<file path="src/rtl/mux_pipe_pkg.sv">
// mux_pipe_pkg
// Shared definitions for the pipelined N-bit selector family.
//   MUX_DEF_N, MUX_DEF_NUM_IN, MUX_DEF_GROUP : default parameter values
//   clog2(value)       : ceiling log2, usable in constant expressions
//   ceilDiv(num, den)  : ceiling integer division, usable in constant expressions
package mux_pipe_pkg;

  localparam int MUX_DEF_N      = 32;
  localparam int MUX_DEF_NUM_IN = 32;
  localparam int MUX_DEF_GROUP  = 8;

  function automatic int clog2(input int value);
    int result;
    result = 0;
    for (int i = 0; i < 31; i++) begin
      if ((1 << i) < value) result = i + 1;
    end
    return result;
  endfunction

  function automatic int ceilDiv(input int num, input int den);
    return (num + den - 1) / den;
  endfunction

endpackage

</file>
<file path="src/rtl/mux_pipe_slice.sv">
// mux_pipe_slice
// Generic valid/ready register slice of width W. Holds one data word and its
// valid bit; accepts new contents when empty or when the current contents are
// being taken downstream in the same cycle.
// Ports:
//   clk, rst_n         clock, asynchronous active-low reset
//   i_valid, i_data    upstream word and its valid
//   o_ready            slice will load this cycle (upstream may advance)
//   o_valid, o_data    registered word presented downstream
//   i_ready            downstream takes the registered word this cycle
module mux_pipe_slice
  import mux_pipe_pkg::*;
#(
  parameter int W = 8
) (
  input  logic         clk,
  input  logic         rst_n,
  input  logic         i_valid,
  input  logic [W-1:0] i_data,
  output logic         o_ready,
  output logic         o_valid,
  output logic [W-1:0] o_data,
  input  logic         i_ready
);

  logic         r_valid;
  logic [W-1:0] r_data;
  logic         w_load;

  // Load when empty or when the held word leaves this cycle; this is what
  // gives one transfer per cycle with no bubble after a stall.
  assign w_load  = !r_valid || i_ready;
  assign o_ready = w_load;
  assign o_valid = r_valid;
  assign o_data  = r_data;

  // Data only moves with a valid word so a bubble leaves the last value
  // in place instead of toggling the register.
  always_ff @(posedge clk or negedge rst_n) begin
    if (!rst_n) begin
      r_valid <= 1'b0;
      r_data  <= '0;
    end else if (w_load) begin
      r_valid <= i_valid;
      if (i_valid) r_data <= i_data;
    end
  end

endmodule

</file>
<file path="src/rtl/mux_nbit_pipe.sv">
// mux_nbit_pipe
// Two-stage pipelined NUM_IN-way, N-bit selector with valid/ready on both
// sides. Stage 1 selects within each GROUP-wide group of inputs, stage 2
// selects the group. Inputs past NUM_IN in the last group read as zero.
// Optional feature macro: MUX_NBIT_PIPE_SEL_CHECK_EN
//   defined   : out_err flags selects >= NUM_IN (data forced to 0) and a
//               simulation assertion flags such requests on acceptance
//   undefined : out_err is tied low, no range compare is built
// Ports:
//   clk, rst_n           clock, asynchronous active-low reset
//   in_data  [NUM_IN*N]  flattened inputs, input k at [k*N +: N]
//   in_sel   [SEL_W]     index of the input to forward
//   in_valid / in_ready  request handshake
//   out_data [N]         selected data
//   out_sel  [SEL_W]     select value that produced out_data
//   out_err              result came from an out-of-range select
//   out_valid / out_ready result handshake
module mux_nbit_pipe
  import mux_pipe_pkg::*;
#(
  parameter int N      = MUX_DEF_N,
  parameter int NUM_IN = MUX_DEF_NUM_IN,
  parameter int GROUP  = MUX_DEF_GROUP,
  parameter int SEL_W  = $clog2(NUM_IN)
) (
  input  logic                clk,
  input  logic                rst_n,
  input  logic [NUM_IN*N-1:0] in_data,
  input  logic [SEL_W-1:0]    in_sel,
  input  logic                in_valid,
  output logic                in_ready,
  output logic [N-1:0]        out_data,
  output logic [SEL_W-1:0]    out_sel,
  output logic                out_valid,
  input  logic                out_ready,
  output logic                out_err
);

  localparam int LG      = clog2(GROUP);
  localparam int NUM_GRP = ceilDiv(NUM_IN, GROUP);
  localparam int PAD_IN  = NUM_GRP * GROUP;
  localparam int S1_W    = NUM_GRP * N + SEL_W;
  localparam int S2_W    = 1 + SEL_W + N;

  logic [PAD_IN*N-1:0]  w_padded;
  logic [LG-1:0]        w_lowSel;
  logic [NUM_GRP*N-1:0] w_s1Cand;

  logic                 w_s1Valid;
  logic [S1_W-1:0]      w_s1Out;
  logic [SEL_W-1:0]     w_s1Sel;
  logic [NUM_GRP*N-1:0] w_s1CandR;

  logic                 w_s2Load;
  int                   w_grpIdx;
  logic [N-1:0]         w_s2Data;
  logic [N-1:0]         w_s2DataMasked;
  logic                 w_s2Err;
  logic [S2_W-1:0]      w_s2Out;

  // Zero-extending the flat input bus fills the unused tail of the last
  // group with zeros, so padded positions read 0 without extra muxing.
  assign w_padded = (PAD_IN*N)'(in_data);

  // When the whole select fits in one group the low select is simply the
  // zero-extended select; otherwise it is the low LG bits.
  assign w_lowSel = LG'(in_sel);

  for (genvar g = 0; g < NUM_GRP; g++) begin : gen_grp
    assign w_s1Cand[g*N +: N] = w_padded[(g*GROUP + int'(w_lowSel))*N +: N];
  end

  mux_pipe_slice #(.W(S1_W)) u_stage1 (
    .clk     (clk),
    .rst_n   (rst_n),
    .i_valid (in_valid),
    .i_data  ({in_sel, w_s1Cand}),
    .o_ready (in_ready),
    .o_valid (w_s1Valid),
    .o_data  (w_s1Out),
    .i_ready (w_s2Load)
  );

  assign w_s1Sel   = w_s1Out[S1_W-1 -: SEL_W];
  assign w_s1CandR = w_s1Out[NUM_GRP*N-1:0];

  // Group index is computed as an int so a select narrower than one group
  // (single-group configuration) cleanly yields group 0.
  assign w_grpIdx = int'(w_s1Sel) >> LG;

  // A group index past the last real group selects nothing and yields 0.
  always_comb begin
    w_s2Data = '0;
    for (int g = 0; g < NUM_GRP; g++) begin
      if (w_grpIdx == g) w_s2Data = w_s1CandR[g*N +: N];
    end
  end

`ifdef MUX_NBIT_PIPE_SEL_CHECK_EN
  assign w_s2Err        = (int'(w_s1Sel) >= NUM_IN);
  assign w_s2DataMasked = w_s2Err ? '0 : w_s2Data;

  selInRange : assert property (@(posedge clk) disable iff (!rst_n)
    !(in_valid && in_ready && (int'(in_sel) >= NUM_IN)));
`else
  assign w_s2Err        = 1'b0;
  assign w_s2DataMasked = w_s2Data;
`endif

  mux_pipe_slice #(.W(S2_W)) u_stage2 (
    .clk     (clk),
    .rst_n   (rst_n),
    .i_valid (w_s1Valid),
    .i_data  ({w_s2Err, w_s1Sel, w_s2DataMasked}),
    .o_ready (w_s2Load),
    .o_valid (out_valid),
    .o_data  (w_s2Out),
    .i_ready (out_ready)
  );

  assign out_err  = w_s2Out[S2_W-1];
  assign out_sel  = w_s2Out[N +: SEL_W];
  assign out_data = w_s2Out[N-1:0];

endmodule

</file>
<file path="config.mk">
export PLATFORM = sky130hd
export DESIGN_NAME = mux_nbit_pipe
export DESIGN_NICKNAME = d
export VERILOG_FILES = /design/src/rtl/mux_pipe_pkg.sv /design/src/rtl/mux_pipe_slice.sv /design/src/rtl/mux_nbit_pipe.sv
export SDC_FILE = /design/constraint.sdc
export NUM_CORES = 1
export LEC_CHECK = 0
export BUFFER_PORTS_ARGS = -buffer_cell sky130_fd_sc_hd__buf_2
export CORE_AREA = 3 3 414 416
export DETAILED_ROUTE_END_ITERATION = 6
export DIE_AREA = 0 0 417 419
export GPL_TIMING_DRIVEN = 0
export SKIP_CTS_REPAIR_TIMING = 1
export SYNTH_ARGS = -nofsm -noshare
export SYNTH_HDL_FRONTEND = slang
export SYNTH_SLANG_ARGS = --single-unit
</file>
<file path="constraint.sdc">
create_clock -name clk -period 3.9 [get_ports clk]
set_clock_uncertainty 0.2 [all_clocks]
set_input_delay 0.195 -clock clk [delete_from_list [all_inputs] [get_ports clk]]
set_output_delay 0.195 -clock clk [all_outputs]
set_load 0.01 [all_outputs]
</file>
[Word level (Yosys, flattened, before mapping)]
Cells that the tools add are included.
Operators by class
  add/sub/neg operators: 3
  multipliers: 0
  multiplexer cells: 4
  reduce and logical (&&, ||, !) cells: 7
  bitwise operators: 0
  equal/unequal tests: 3
  magnitude comparators: 0
  shifts and indexed selects: 4
  divide/modulo/power cells: 0
Operators with widths (count)
  $shiftx A1024 B12 Y32: 2
  $shiftx A1024 B11 Y32: 1
  $shiftx A1024 B9 Y32: 1
  $mux W32: 4
  $logic_not A32 Y1: 1
  $add A5 B3 Y6 const A: 2
  $add A4 B3 Y5 const A: 1
  $eq A2 B2 Y1 const B: 2
  $reduce_and A2 Y1: 2
  $eq A2 B1 Y1 const B: 1
  $logic_not A1 Y1: 2
  $logic_or A1 B1 Y1: 2
Word-level totals
  bits in writable memories: 0
  ROM bits: 0
  memories kept: 0
  input bits: 1033
  word-level logic and storage cells: 25
  latch bits: 0
  register bits after elaboration: 172

[Logic depth before layout (Yosys ltp)]
Gate-level depths: netlist (run 1).
  word-level depth: 5
  depth in mapped cells: 6

[By module]
Synthesis (run 1) repeated with hierarchy kept, for this count alone.
Second synthesis, totals
  cell total of the unflattened synthesis: 863
  area, all modules: 15733.8 µm²
By module, submodules not included
  mux_nbit_pipe: cells each 495, times used 1, seq. area each 0.0 µm², area an instance 8922.3 µm²
  mux_pipe_slice at u_stage1: cells each 284, times used 1, seq. area each 3353.2 µm², area an instance 5260.0 µm²
  mux_pipe_slice at u_stage2: cells each 84, times used 1, seq. area each 975.9 µm², area an instance 1551.5 µm²

[Least setup slack after synthesis (run 1)]
No wires, ideal clock.
  kind: flip-flop to flip-flop
  start: reg u_stage1.r_data[131] (netlist: u_stage1.o_data[131])
  end: reg u_stage2.r_data[8] (netlist: u_stage2.o_data[8])
  stages on the path, launching flop included: 5
  buffers on the path: 2
  data arrival time: 1.391 ns
  setup slack: 2.184 ns
  setup time: 0.125 ns
  path through: dfrtp_1 > buf_4 > buf_6 > mux4_2 > mux2_2
Between the ends
  word-level cells in the longest chain between the ends: 5
  elaborated cells on any way between the ends: 8
RTL lines
  from (decl): line mux_pipe_slice.sv:27  | logic [W-1:0] r_data;
  from (signal assigned): line mux_pipe_slice.sv:45  | if (i_valid) r_data <= i_data;
  $logic_not A32 Y1: line mux_nbit_pipe.sv:95  | if (w_grpIdx == g) w_s2Data = w_s1CandR[g*N +: N];
  $mux W32 (3 in a row): line mux_nbit_pipe.sv:95
  $mux W32 *: line mux_nbit_pipe.sv:95
  to (signal assigned): line mux_pipe_slice.sv:45
  to (decl): line mux_pipe_slice.sv:27
Every way passes the cells marked *; elsewhere a longest branch is shown, timed or not.
A chain may end at the register's enable or synchronous reset.

[Final worst setup path (run 1)]
  start: in in_sel[0]
  end: reg u_stage1.r_data[27] (netlist: u_stage1.o_data[27])
Between the ends
  word-level cells in the longest chain between the ends: 1
RTL lines
  from (decl): line mux_nbit_pipe.sv:29  | input logic [SEL_W-1:0] in_sel,
  $shiftx A1024 B9 Y32: line mux_nbit_pipe.sv:70  | assign w_s1Cand[g*N +: N] = w_padded[(g*GROUP + int'(w_lowSel))*N +: N];
Every way passes these cells.

==> results of run 1 <==
synth_stat cells:
| master | count | area [µm²] |
|---|---|---|
| dfrtp_1 | 172 | 4300 |
| a22o_1 | 126 | 1100 |
| buf_4 | 43 | 323 |
| o21ai_1 | 1 | 5.00 |
| o21ai_0 | 127 | 636 |
| inv_1 | 1 | 3.75 |
| and3b_1 | 1 | 8.76 |
| nand2_1 | 3 | 11.3 |
| nor2b_1 | 1 | 6.26 |
| mux4_2 | 32 | 721 |
| inv_2 | 1 | 3.75 |
| buf_1 | 11 | 41.3 |
| nand2b_1 | 4 | 25.0 |
| o22ai_1 | 126 | 788 |
| o2bb2ai_1 | 4 | 35.0 |
| mux2_2 | 130 | 1460 |
| mux2i_1 | 256 | 2560 |
| o31ai_2 | 92 | 1150 |
| buf_6 | 21 | 236 |
| o31ai_1 | 36 | 270 |
| conb_1 | 1 | 3.75 |
| nor2_1 | 1 | 3.75 |
| clkbuf_1 | 70 | 263 |
| mux2_1 | 168 | 1890 |
| buf_2 | 23 | 115 |
routing by layer:
layer | track usage, % | vias to the layer above | share of wire (%)
met5 | 0 | - | 0.27
met4 | 5.28 | 80 | 3.1
met3 | 6.14 | 249 | 8.0
met2 | 31.7 | 990 | 48
met1 | 22.6 | 9857 | 40
li1 | - | 8482 | -
final cells by class:
cell class / instances / share of cell area [%]
clock inverter: 14 / 0.504
buffer: 168 / 3.62
timing repair buffer: 1300 / 28.4
clock buffer: 18 / 1.58
sequential: 172 / 15.9
inverter: 2 / 0.0277
multi-input combinational: 1109 / 39.5
tap: 2204 / 10.2
antenna: 38 / 0.351
cells by family (layout without fill, tap and decap cells):
family / Yosys count / count (layout) / share of synthesized area [%]
buffers and inverters: 170 / 1502 / 6.17
AND/OR/NAND/NOR: 10 / 10 / 0.345
flip-flops: 172 / 172 / 26.9
AO/OA/AOI/OAI: 512 / 512 / 25.0
multiplexers: 586 / 586 / 41.6
other: 1 / 39 / 0.0235
worst max-delay path, stage by stage:
cell and delay, ns:
dlygate4sd3_1 0.52, buf_2 0.28, nor2b_1 0.19, buf_2 0.65
clkbuf_1 0.57, a22o_1 0.25, dlygate4sd3_1 0.57, o31ai_2 0.06
dlygate4sd3_1 0.57
worst paths after layout:
| path | start | endpoint | slack, ns |
|---|---|---|---|
| max in group asynchronous | rst_n | u_stage1.o_data[116] | 2.36 |
| hold reg to reg | u_stage1.o_valid | u_stage2.o_valid | 0.29 |
| setup reg to reg | u_stage2.o_valid | u_stage1.o_data[68] | 0.83 |
| hold / removal | in_data[940] | u_stage1.o_data[108] | -0.03 |
| min in group asynchronous | rst_n | u_stage1.o_data[21] | 0.05 |
| setup / recovery | in_sel[0] | u_stage1.o_data[27] | 0.20 |
power groups by stage:
stage	Combinational, mW	Clock [mW]	Sequential, mW
CTS	3.51	2.02	2.87
floorplan	1.51	0	2.43
global route	3.99	2.07	2.86
global placement	3.47	0	2.90
detailed placement	3.49	0	2.91
finish	3.73	1.92	2.81
placed cells by master, fill, tap and decap left out, types with 17 or more instances in the layout:
cell	count
buf_2	1092
mux2i_1	256
dlygate4sd3_1	229
dfrtp_1	172
mux2_1	168
mux2_2	130
o21ai_0	127
o22ai_1	126
a22o_1	126
o31ai_2	92
clkbuf_1	69
buf_4	43
diode_2	38
o31ai_1	36
mux4_2	32
buf_6	21
clkbuf_16	17
sequential cells by signal (all words and copies together) (netlist names):
register,flops
u_stage1.o_data,133
u_stage1.o_valid,1
u_stage2.o_valid,1
u_stage2.o_data,37
==> flow_summary.ini, run 1 <==
[outcome]
status = complete, but fails checks
violations = negative hold slack

[finish]
nets = 3803
syn2layout_area_growth_pct = 69.5
post-route-util_pct = 16.2
multi_input_area_um2 = 10700
n_fill_cell = 18900
instances_no_fill = 5025
design_area_um2 = 27100
drive_above_1_share_pct = 52.0
layout.area.seq_um2 = 4300

[setup_path]
worstPathArrival_ns = 3.91
end_kind = flop
worstRegToRegCells = 6
start_kind = input pin
crit_fanout = 10
crit_required_ns = 4.11
crit_type = in2reg

[floorplanning]
die_y_um = 419
initial_core_util_pct = 9.53
num_rows = 150
die_area_um2 = 175000
die_x_um = 417
coreArea_um2 = 168000
ioPinCount = 1073

[global_routing]
grt_pass1_wl_um = 208000
overflow = 0
grt_pass1_vias = 18900
grt_max_degree = 99
antenna_found_initial = 128
grt_use_total_pct = 18.7

[power]
total_power_mw = 8.46
vdd_drop_max_mv = 0.306
p_int_mw = 4.74
power_frac_clock_pct = 22.7
share_seq_of_total_power_pct = 33.2
combPwrFrac_pct = 44.1
leakagePower_nw = 12.2
p_per_area_nw_per_um2 = 312
p_sw_share_pct = 43.9
net-switching-power_mw = 3.72

[sta]
relSlewSlack_pct = 25.3
rsz0062_at_grt = no
tightest_slew_ns = 1.12
fin_setup_tns_ns = 0
final.period_utilization_pct = 94.9
finalSetupViolCount = 0
fmax_mhz = 270
setup_slack_ns = 0.201
hold_ws_ns = -0.0339
hold_viol = 13
slew_violations = 0
period_needed_ns = 3.70

[placed_design]
place_congestion = 0.921
place_area_um2 = 24100
port_buffers = 1070
place_ws_ns = 0.427
dpl.cell_count = 4726
hpwl_um = 151000

[clocking]
cts-buffers-inserted = 17
clkTransAtPathRegs_ns = 0.08
clock_latency_ns = 0.54
clockBufferDepth = 2
cts_sinks = 172
cts_max_level = 4
cts_root_buffer = clkbuf_16
cts_tree = built

[synth]
yosysWarnings = 0
synth_cell_types = 25
ys_seq_area_share_pct = 26.9
ys_ff_latch = 172
syn-cell-area_um2 = 16000
syn-num-nets = 2484
netlist_instances = 1451
avgSynthCellArea_um2 = 11.0

[routing]
postRouteAntennaNets = 0
drc_errors = 0
wirelength_um = 173000
drtPass1Iterations = 5
post_drt_wl_per_cell_um = 34.5
vias_per_cell = 3.91
drt_iter0_drc = 1436
vias = 19700

[worst_hold_path]
hold_path_class = in2reg
whs_path_depth = 4

[run]
cap_viol_max_count = 0
No activity file was read; power rests on OpenSTA's default activity.
==> inputs of run 2 (changes only) <==
- CTS_CLUSTER_DIAMETER: unset -> 50
- PLACE_DENSITY: unset -> 0.38
==> flow_summary.ini, run 2 (same netlist as run 1, synthesis figures left out) <==
[outcome]
status = complete, but fails checks
violations = negative hold slack

[setup_path]
start_kind = input pin
rr_startpoint = u_stage2.o_valid
end_kind = flop
crit_required_ns = 4.17
crit_type = in2reg
crit_fanout = 10
worstPathArrival_ns = 3.74
cp-startpoint = in_sel[0]

[placed_design]
hpwl_um = 132000
place_ws_ns = 0.237
dpl.cell_count = 4729
place_congestion = 0.937
port_buffers = 1070

[routing]
post_drt_wl_per_cell_um = 30.0
vias_per_cell = 3.76
drt_iter0_drc = 1082
wirelength_um = 152000
vias = 19000
postRouteAntennaNets = 0
drc_errors = 0
drtPass1Iterations = 5

[global_routing]
met1_usage_pct = 20.3
overflow = 0
grt_util_met3_pct = 3.30
grt_pass1_vias = 18600
grt_pass1_wl_um = 186000
grt_use_total_pct = 16.5
antenna_found_initial = 90
grt_max_degree = 93
busiest_layer = met2
met2_usage_pct = 29.4

[power]
vdd_drop_max_mv = 0.403
p_per_area_nw_per_um2 = 300
leakagePower_nw = 12.4

[sta]
finalSetupViolCount = 0
hold_ws_ns = -0.0332
period_needed_ns = 3.47
hold_viol = 12
fmax_mhz = 288
slew_violations = 0
setup_slack_ns = 0.431
final.period_utilization_pct = 88.9
relSlewSlack_pct = 18.5
rsz0062_at_grt = no
tightest_slew_ns = 1.22

[finish]
layout_commonest_cell = buf_2
n_fill_cell = 19200
most-common-layout-cells = buf_2, mux2i_1, dlygate4sd3_1
largest_reg_flops = 133
nets = 3828
syn2layout_area_growth_pct = 71.4
instances_no_fill = 5044
drive_above_1_share_pct = 51.5

[worst_hold_path]
hp-start = in_data[928]
hold_path_class = in2reg

[floorplanning]
num_rows = 150
ioPinCount = 1073
initial_core_util_pct = 9.53
die_y_um = 419
coreArea_um2 = 168000
die_area_um2 = 175000
die_x_um = 417

[clocking]
cts_sinks = 172
cts-buffers-inserted = 17
cts_root_buffer = clkbuf_16
clock_latency_ns = 0.53
cts_tree = built
cts_max_level = 4
clockBufferDepth = 2
clkTransAtPathRegs_ns = 0.08

[run]
cap_viol_max_count = 0
## run 2: final cells by class
cell class              count  area (µm²)  share of cell area [%]
inverters                   2        7.51                  0.0274
clock buffers              21         450                    1.64
plain buffers             168         981                    3.58
well taps                2204        2760                    10.1
diodes                     32        80.1                   0.292
flip-flops and latches    172        4300                    15.7
repair buffers           1325        7980                    29.1
clock inverters            11         135                   0.493
multi-input cells        1109       10700                    39.0
## run 2: critical path, stage by stage
cell and delay [ns]:
dlygate4sd3_1 0.53, buf_2 0.16, nand2b_1 0.13, buf_2 0.71
buf_1 0.52, o22ai_1 0.12, dlygate4sd3_1 0.59, o31ai_2 0.20
dlygate4sd3_1 0.56
## run 2: where the power goes
| group | leakage (nW) | switching, mW | total (mW) | internal (mW) |
|---|---|---|---|---|
| combinational | 10.0 | 1.77 | 3.46 | 1.68 |
| sequential | 2.06 | 0.668 | 2.84 | 2.17 |
| clock | 0.281 | 0.946 | 1.92 | 0.971 |
| total | 12.4 | 3.38 | 8.21 | 4.83 |
## run 2: path summary, 6_finish.rpt
| kind | end | slack, ns | cells after the start |
|---|---|---|---|
| setup / recovery | u_stage1.o_data[92] | 0.43 | 9 |
| hold / removal | u_stage1.o_data[96] | -0.03 | 4 |
| setup reg to reg | u_stage1.o_data[50] | 0.94 | 7 |
| hold reg to reg | u_stage1.o_data[128] | 0.30 | 1 |
| max in group asynchronous | u_stage1.o_data[21] | 2.31 | 3 |
| min in group asynchronous | u_stage1.o_data[29] | 0.10 | 3 |
## run 2: per-stage QoR
step	util [%]	area [µm²]	hold WS, ns	power [mW]	TNS (ns)
2_1_floorplan	-	16000	-0.301	3.94	0
3_3_place_gp	14.4	24100	0.218	6.21	-213.59
3_5_place_dp	14.4	24200	-0.167	6.23	0
4_1_cts	14.8	24800	-0.789	8.26	0
5_1_grt	16.3	27300	-0.0113	8.73	0
6_report	16.3	27400	-0.0332	8.21	0
## run 2: routing by layer
| layer | part of all wire [%] | vias to the layer above |
|---|---|---|
| met5 | 0.13 | - |
| met2 | 51 | 719 |
| met1 | 41 | 9587 |
| met4 | 2.0 | 34 |
| li1 | - | 8520 |
| met3 | 5.7 | 127 |
==> inputs of run 3 (changes only) <==
- CAP_MARGIN: unset -> 30
- CORE_AREA: 3 3 414 416 -> 3 3 411 413
- DIE_AREA: 0 0 417 419 -> 0 0 414 416
- SYNTH_HIERARCHICAL: unset -> 1
==> flow_summary.ini, run 3 <==
[outcome]
status = completed

[power]
net-switching-power_mw = 2.79
power_frac_clock_pct = 23.3
p_sw_share_pct = 35.6
share_seq_of_total_power_pct = 33.0
combPwrFrac_pct = 43.7
total_power_mw = 7.84
vdd_drop_max_mv = 0.327
p_per_area_nw_per_um2 = 315
leakagePower_nw = 10.9
p_int_mw = 5.05

[global_routing]
antenna_found_initial = 83
grt_pass1_wl_um = 162000
grt_pass1_vias = 15800
overflow = 0
grt_max_degree = 76
grt_use_total_pct = 14.5

[clocking]
cts_max_level = 4
cts_sinks = 173
clock_latency_ns = 0.53
cts-buffers-inserted = 17
clockBufferDepth = 2
cts_root_buffer = clkbuf_16
clkTransAtPathRegs_ns = 0.08
cts_tree = built

[setup_path]
end_kind = flop
cp-startpoint = in_sel[2]
r2r-end = u_stage2/o_data[14]
rrSetupSlack_ns = 1.45
worstPathArrival_ns = 3.55
start_kind = input pin
crit_fanout = 10
rr_startpoint = u_stage1/o_data[131]
crit_required_ns = 4.11
crit_type = in2reg
worstRegToRegCells = 5
crit_end = u_stage1/o_data[70]

[placed_design]
hpwl_um = 112000
dpl.cell_count = 4140
place_area_um2 = 24100
place_congestion = 0.977
port_buffers = 1072

[synth]
avgSynthCellArea_um2 = 18.2
netlist_instances = 863
syn-cell-area_um2 = 15700
yosysWarnings = 6
ys_ff_latch = 173
yosysTopAreaCell = mux4_2
ys_top_cells_by_area = mux4_2, dfrtp_1, mux2_2
synth.most_common_cell = mux4_2
syn-num-nets = 1896
yosys-top-cells-count = mux4_2, mux2_2, dfrtp_1, mux2_4, mux4_1
async_flop_share_pct = 100
synth_top_area_share_pct = 31.9
synth-edff-count = 0
ys_seq_area_share_pct = 27.5
ys.flop_type = dfrtp_1
synth_cell_types = 18

[routing]
vias = 14600
postRouteAntennaNets = 0
drtPass1Iterations = 5
drc_errors = 0
wirelength_um = 128000
post_drt_wl_per_cell_um = 30.5
drt_iter0_drc = 895
vias_per_cell = 3.48

[floorplanning]
coreArea_um2 = 165000
num_rows = 149
ioPinCount = 1073
die_x_um = 414
die_y_um = 416
initial_core_util_pct = 9.53
die_area_um2 = 172000

[sta]
slew_violations = 0
relSlewSlack_pct = 26.6
fin_setup_tns_ns = 0
fmax_mhz = 300
finalSetupViolCount = 0
period_needed_ns = 3.34
rsz0062_at_grt = no
final.period_utilization_pct = 85.6
tightest_slew_ns = 1.10
hold_viol = 0

[finish]
instances_no_fill = 4209
syn2layout_area_growth_pct = 58.3
layout_commonest_cell = buf_2
most-common-layout-cells = buf_2, mux4_2, mux2_2
design_area_um2 = 24900
drive_above_1_share_pct = 86.0
nets = 3016
post-route-util_pct = 15.1
n_fill_cell = 18600
largest_reg_flops = 133

[worst_hold_path]
hold_path_class = in2async

[run]
cap_viol_max_count = 0
[run 3: changes by cell type in the layout (fill, tap and decap cells not counted), sizes merged, moves of 13 or more]
cell         before   now
o22ai           126     0
dlygate4sd3     251    10
buf            1172  1159
mux2i           256     0
o21ai           128     0
mux4             32   288
a22o            126     0
o31ai           128     0
clkbuf           91    49
[run 3: cell type report]
cell class	instances	area (µm²)	area share (%)
buffer	96	915	3.67
timing repair buffer	1101	5800	23.3
clock buffer	21	470	1.89
clock inverter	11	96.3	0.387
antenna	24	60.1	0.241
multi-input combinational	594	10500	42.1
tap	2189	2740	11.0
sequential	173	4330	17.4
[run 3: cells by family (layout without fill, tap and decap cells)]
family / count (synthesis) / in the layout / share of synthesized area [%]
buf+inv: 96 / 1229 / 5.81
flops: 173 / 173 / 27.5
mux: 587 / 587 / 66.3
other cells: 1 / 25 / 0.0238
simple gates: 6 / 6 / 0.334
[run 3: power by group through the flow]
stage          clock network, mW  logic [mW]  registers (mW)
3_5_place_dp                   0        3.52            2.63
4_1_cts                     1.98        3.54            2.59
5_1_grt                     2.02        3.67            2.65
6_report                    1.83        3.43            2.59
2_1_floorplan                  0        1.73            2.58
3_3_place_gp                   0        3.47            2.62
[run 3: metal layers]
metal  wire [µm]  GRT usage [%]  vias up
li1            -              -     6062
met1       51900           17.5     7710
met2       66300           26.0      706
met3        7850           3.60      133
met4        2080           2.77       36
met5         254              0        -
[run 3: critical path, cell delays in order]
cell           delay [ns]
dlygate4sd3_1        0.59
buf_2                0.17
buf_2                0.56
buf_1                0.88
mux4_2               0.46
mux2_2               0.37
mux2_4               0.29
[run 3: worst min path at each step]
| stage | start | end | slack [ns] | cells past startpoint |
|---|---|---|---|---|
| 2_1_floorplan | rst_n | u_stage1/o_data[0] | -0.30 | 0 |
| 3_3_place_gp | in_valid | u_stage1/o_valid | 0.22 | 2 |
| 3_5_place_dp | rst_n | u_stage1/o_data[52] | -0.10 | 1 |
| 4_1_cts | rst_n | u_stage1/o_data[52] | -0.74 | 1 |
| 5_1_grt | rst_n | u_stage1/o_data[52] | 0.005 | 3 |
| 6_report | rst_n | u_stage1/o_data[52] | 0.03 | 3 |
[run 3: metrics by stage]
stage / hold WS (ns) / setup WS, ns
2_1_floorplan: -0.301 / 1.91
3_3_place_gp: 0.216 / -1.30
3_5_place_dp: -0.105 / 0.598
4_1_cts: -0.739 / 1.16
5_1_grt: 0.00502 / 0.581
6_report: 0.0346 / 0.563
